**config.mk**
```make
export PLATFORM = sky130hd
export DESIGN_NAME = mem_axi_bridge
export DESIGN_NICKNAME = d
export VERILOG_FILES = /design/src/rtl/mem_axi_bridge.sv
export SDC_FILE = /design/constraint.sdc
export NUM_CORES = 1
export LEC_CHECK = 0
export BUFFER_PORTS_ARGS = -buffer_cell sky130_fd_sc_hd__buf_2
export CAP_MARGIN = 20
export CORE_UTILIZATION = 44
export CTS_CLUSTER_SIZE = 10
export DETAILED_ROUTE_END_ITERATION = 16
export PLACE_DENSITY = 0.91
export SKIP_LAST_GASP = 1
export SYNTH_ARGS = -nofsm -noshare
export SYNTH_HDL_FRONTEND = slang
export SYNTH_SLANG_ARGS = --single-unit
```
**constraint.sdc**
```tcl
create_clock -name clk -period 4.2 [get_ports clk]
set_clock_uncertainty 0.05 [all_clocks]
set_input_delay 0.21 -clock clk [delete_from_list [all_inputs] [get_ports clk]]
set_output_delay 0.21 -clock clk [all_outputs]
set_load 0.02 [all_outputs]
```
**src/rtl/mem_axi_bridge.sv**
```systemverilog
// mem_axi_bridge
// Converts single outstanding CPU memory requests (valid/ready style) into
// AXI4-Lite read or write transactions and returns the result as a
// one-cycle mem_ready pulse carrying read data and an error flag.
//
// Optional feature: define MEM_AXI_TIMEOUT_EN to add a per-transaction
// wait-cycle limit (TIMEOUT_CYCLES). When the limit is hit the bridge gives
// up, drops its AXI valids and completes with mem_rdata=32'hFFFFFFFF and
// bus_err=1. Without the macro there is no counter and the bridge waits
// forever for the slave.
module mem_axi_bridge #(
   parameter int TIMEOUT_CYCLES = 256
) (
   input  logic        clk,
   input  logic        reset,

   input  logic        mem_valid,
   input  logic        mem_instr,
   output logic        mem_ready,
   input  logic [31:0] mem_addr,
   input  logic [31:0] mem_wdata,
   input  logic [3:0]  mem_wstrb,
   output logic [31:0] mem_rdata,

   output logic        awvalid,
   input  logic        awready,
   output logic [31:0] awaddr,
   output logic        wvalid,
   input  logic        wready,
   output logic [31:0] wdata,
   output logic [3:0]  wstrb,
   input  logic        bvalid,
   output logic        bready,
   input  logic [1:0]  bresp,

   output logic        arvalid,
   input  logic        arready,
   output logic [31:0] araddr,
   output logic [2:0]  arprot,
   input  logic        rvalid,
   output logic        rready,
   input  logic [31:0] rdata,
   input  logic [1:0]  rresp,

   output logic        bus_err
);

   typedef enum logic [2:0] {
      IDLE,
      RD_ADDR,
      RD_RESP,
      WR_REQ,
      WR_RESP,
      ACK
   } state_t;

   state_t      state;
   state_t      state_next;

   logic [31:0] addr_q;
   logic [31:0] wdata_q;
   logic [3:0]  wstrb_q;
   logic        instr_q;
   logic        aw_pend;
   logic        w_pend;

   logic        busy;
   logic        timeout;
   logic        rsp_load;
   logic        rsp_err;
   logic        rdata_load;
   logic [31:0] rdata_val;

   // A zero limit would make every transaction fail immediately
   if (TIMEOUT_CYCLES < 1) begin : g_bad_timeout
      $error("mem_axi_bridge: TIMEOUT_CYCLES must be at least 1");
   end

   assign busy = (state == RD_ADDR) || (state == RD_RESP) ||
                 (state == WR_REQ)  || (state == WR_RESP);

`ifdef MEM_AXI_TIMEOUT_EN
   localparam int CW = $clog2(TIMEOUT_CYCLES + 1);

   logic [CW-1:0] wait_cnt;

   // Count every cycle spent waiting on the slave; cleared whenever idle or acking
   always_ff @(posedge clk or posedge reset) begin
      if (reset) begin
         wait_cnt <= '0;
      end else if (busy) begin
         wait_cnt <= wait_cnt + CW'(1);
      end else begin
         wait_cnt <= '0;
      end
   end

   assign timeout = busy && (wait_cnt == CW'(TIMEOUT_CYCLES - 1));
`else
   assign timeout = 1'b0;
`endif

   // State register; reset abandons whatever transaction was in flight
   always_ff @(posedge clk or posedge reset) begin
      if (reset) begin
         state <= IDLE;
      end else begin
         state <= state_next;
      end
   end

   // Next-state logic plus the decision of what (if anything) to capture as the response
   always_comb begin
      state_next = state;
      rsp_load   = 1'b0;
      rsp_err    = 1'b0;
      rdata_load = 1'b0;
      rdata_val  = rdata;

      case (state)
         IDLE: begin
            if (mem_valid) begin
               state_next = (mem_wstrb == 4'b0000) ? RD_ADDR : WR_REQ;
            end
         end
         RD_ADDR: begin
            if (arready) begin
               state_next = RD_RESP;
            end
         end
         RD_RESP: begin
            if (rvalid) begin
               state_next = ACK;
               rsp_load   = 1'b1;
               rsp_err    = (rresp != 2'b00);
               rdata_load = 1'b1;
            end
         end
         WR_REQ: begin
            if ((!aw_pend || awready) && (!w_pend || wready)) begin
               state_next = WR_RESP;
            end
         end
         WR_RESP: begin
            if (bvalid) begin
               state_next = ACK;
               rsp_load   = 1'b1;
               rsp_err    = (bresp != 2'b00);
            end
         end
         ACK: begin
            state_next = IDLE;
         end
         default: begin
            state_next = IDLE;
         end
      endcase

      if (timeout && (state_next != ACK)) begin
         state_next = ACK;
         rsp_load   = 1'b1;
         rsp_err    = 1'b1;
         rdata_load = 1'b1;
         rdata_val  = 32'hFFFF_FFFF;
      end
   end

   // Capture the CPU request on acceptance and track which write channels are still outstanding
   always_ff @(posedge clk or posedge reset) begin
      if (reset) begin
         addr_q  <= '0;
         wdata_q <= '0;
         wstrb_q <= '0;
         instr_q <= 1'b0;
         aw_pend <= 1'b0;
         w_pend  <= 1'b0;
      end else if ((state == IDLE) && mem_valid) begin
         addr_q  <= mem_addr;
         wdata_q <= mem_wdata;
         wstrb_q <= mem_wstrb;
         instr_q <= mem_instr;
         aw_pend <= (mem_wstrb != 4'b0000);
         w_pend  <= (mem_wstrb != 4'b0000);
      end else if (state == WR_REQ) begin
         if (awready) begin
            aw_pend <= 1'b0;
         end
         if (wready) begin
            w_pend <= 1'b0;
         end
      end
   end

   // Response registers; mem_rdata only changes on reads or timeouts
   always_ff @(posedge clk or posedge reset) begin
      if (reset) begin
         mem_rdata <= '0;
         bus_err   <= 1'b0;
      end else if (rsp_load) begin
         bus_err <= rsp_err;
         if (rdata_load) begin
            mem_rdata <= rdata_val;
         end
      end
   end

   assign mem_ready = (state == ACK);

   assign arvalid   = (state == RD_ADDR);
   assign araddr    = addr_q;
   assign arprot    = {instr_q, 2'b00};
   assign rready    = 1'b1;

   assign awvalid   = (state == WR_REQ) && aw_pend;
   assign awaddr    = addr_q;
   assign wvalid    = (state == WR_REQ) && w_pend;
   assign wdata     = wdata_q;
   assign wstrb     = wstrb_q;
   assign bready    = 1'b1;

endmodule

```
==> flow_metrics.tcl <==
set metrics [dict create \
    setup_violations 0 \
    grt_use_met2_pct 42.7 \
    drt_iter0_markers 106 \
    final_cell_mix "250 x buf_2, 210 x nand2_1, 107 x dfrtp_1" \
    grtUsageMet1_pct 24.4 \
    numClockSinks 107 \
    fin_crit_ns 2.25 \
    initial_utilization_pct 45.8 \
    setup_slack_ns 1.95 \
    tightest_slew_ns 1.04 \
    clk_pin_slew_ns 0.10 \
    r2r_slack_ns 1.95 \
    slowest_stage "nor4b_4" \
    grt_pass1_wl_mm 18.0 \
    worst-path-buf-inv 1 \
    vdd_drop_max_v 0.000405 \
    ys.flop_type "dfrtp_1" \
    coreArea_um2 9820 \
    r2r-end "wdata[12]" \
    yosys_warnings 0 \
    reg2regPathDepth 4 \
    crit_type "reg -> reg" \
    syn_inst 446 \
    synth_top_area_share_pct 59.6 \
    p_per_area_nw_per_um2 764 \
    clockBufferDepth 2 \
    gr-total-overflow 0 \
    die_w_um 103 \
    via_per_inst 4.66 \
    root_buffer "clkbuf_8" \
    grt_antenna_before_repair 1 \
    period_share_pct 53.5 \
    post_cts_resize_count 0 \
    rr_startpoint "state[2]" \
    ys_types 31 \
    use_met3_pct 4.34 \
    max_stage_delay_ns 0.96 \
    ant_nets 0 \
    areaGrowthSynthToFinish_pct 40.6 \
    relSlewSlack_pct 30.6 \
    path_cells "nor4b_4 > buf_4 > nand2_1 > nand2_1" \
    post-place-ws_ns 1.85 \
    grt-busiest-layer "met2" \
    vias 3959 \
    io_pins 255 \
    place_hpwl_mm 7.66 \
    async_reset_ff_share_pct 100 \
    worst_ep_required_time_ns 4.42 \
    cp.depth 4 \
    die_area_um2 10600 \
    setup.worst_path.start "state[2]" \
    place.gp.congestion 0.756 \
    path_max_fanout 28 \
    ys_seq_elements 107 \
    clock_latency_ns 0.35 \
    grt_pass1_vias 3830 \
    p_leak_nw 3.56 \
    cts_max_level 3 \
    grt_max_degree 83 \
    ys_seq_area_share_pct 59.6 \
    fmax_mhz 445 \
    routed_wl_mm 12.1 \
    crit_arrival_ns 2.47 \
    max_cap_viol_count 0 \
    cp_common_cell "nand2_1" \
    outcome "finished clean" \
    grt.total_usage_pct 22.5 \
    fp.dieH_um 103 \
    synth_top_area_cell "dfrtp_1" \
    numCtsBuffers 9 \
    numPortBuffers 250 \
    crit_path_end "wdata[12]" \
    rsz0062_at_grt "no" \
    fin_nets 823 \
    cp-start-kind "flip-flop" \
    routedWlPerCell_um 14.3 \
    hold_viol_final 0 \
    core.rowCount 36 \
    syn_area_um2 4490 \
    hold_class "in -> reg" \
    drive_above_1_share_pct 42.8 \
    finalMaxSlewViolations 0 \
    final_common_cell "buf_2" \
    synth-edff-count 0 \
    drc_errors 0 \
    cp-end-kind "flip-flop" \
    cts_tree "built" \
    critPathTopFamily "simple AND/OR/NAND/NOR gates" \
    first_pass_iters 6 \
    setup_tns_ns 0 \
    syn_area_per_cell_um2 10.1 \
    ys_top_cells_by_area "dfrtp_1 60%, nand2_1 18%, mux2_2 8.0%" \
]
==> cell families after synthesis <==
family / count (synthesis) / synth area share [%]
flip-flops: 107 / 59.6
buffers and inverters: 62 / 9.16
other: 2 / 0.167
AO/OA/AOI/OAI: 11 / 1.81
AND/OR/NAND/NOR: 231 / 21.0
multiplexers: 33 / 8.24
==> power by group <==
part / total (mW) / switching, mW / leakage (nW) / internal [mW]
Sequential: 1.85 / 0.322 / 1.32 / 1.53
Clock: 0.556 / 0.337 / 0.0799 / 0.219
Combinational: 2.42 / 1.55 / 2.16 / 0.874
==> Yosys cell counts, types with 2 or more instances <==
| library cell | count |
|---|---|
| inv_1 | 3 |
| nand2_1 | 210 |
| nand4bb_1 | 2 |
| clkbuf_1 | 7 |
| nor2_1 | 3 |
| nor3_1 | 3 |
| buf_4 | 38 |
| o21ai_0 | 3 |
| buf_2 | 11 |
| dfrtp_1 | 107 |
| conb_1 | 2 |
| buf_6 | 3 |
| nor2b_1 | 4 |
| mux2_2 | 32 |
| and2_1 | 2 |
==> per-layer routing <==
metal / vias to the layer above / routed length [um]
li1: 1886 / -
met1: 1866 / 4500
met2: 176 / 6530
met3: 31 / 765
met4: 0 / 344
met5: - / 0
==> tightest hold or removal path: stages <==
cell	delay [ns]
buf_2	0.08
nand2_1	0.04
nand2_1	0.05
==> final cells by class <==
class                      instances  area (um^2)
clock inverter                     5         37.5
inverter                           3         13.8
tap                              133          166
sequential                       107         2680
multi-input combinational        279         1420
fill                             795         3500
timing repair buffer             310         1870
antenna                            1         2.50
clock buffer                      11          131
==> how the worst min path moves through the flow <==
stage	from	end	depth (start not counted)
3_3_place_gp	mem_wdata[3]	wdata[3]	3
6_report	mem_addr[16]	araddr[16]	3
4_1_cts	mem_wdata[2]	wdata[2]	3
3_5_place_dp	mem_wdata[28]	wdata[28]	3
2_1_floorplan	mem_addr[0]	araddr[0]	2
5_1_grt	mem_wstrb[3]	wstrb[3]	3
==> registers in the layout (all words and copies together), names as in the netlist <==
register and count:
wdata 32, mem_rdata 32, bus_err 1, state 3
w_pend 1, wstrb 4, aw_pend 1, instr_q 1
araddr 32
==> what timing repair did <==
| item | 4_1_cts | 5_1_grt |
|---|---|---|
| endpoints found under the setup margin | 0 | 0 |
| hold buffers | 53 | 2 |
| endpoints found under the hold margin | 53 | 67 |
| buffers inserted | 0 | 0 |
==> metrics by stage <==
stage | power, mW | cells | hold slack [ns] | instance area [um^2] | utilization [%]
2_1_floorplan | 3.59 | 448 | 0.265 | 4500 | -
3_3_place_gp | 4.15 | 775 | 0.349 | 5550 | 56.5
3_5_place_dp | 4.23 | 775 | 0.355 | 5550 | 56.5
4_1_cts | 4.83 | 844 | 0.000229 | 6250 | 63.6
5_1_grt | 5.18 | 849 | 0.00268 | 6320 | 64.3
6_report | 4.83 | 849 | 0.0181 | 6320 | 64.3
Power figures use the tool's default switching activity.
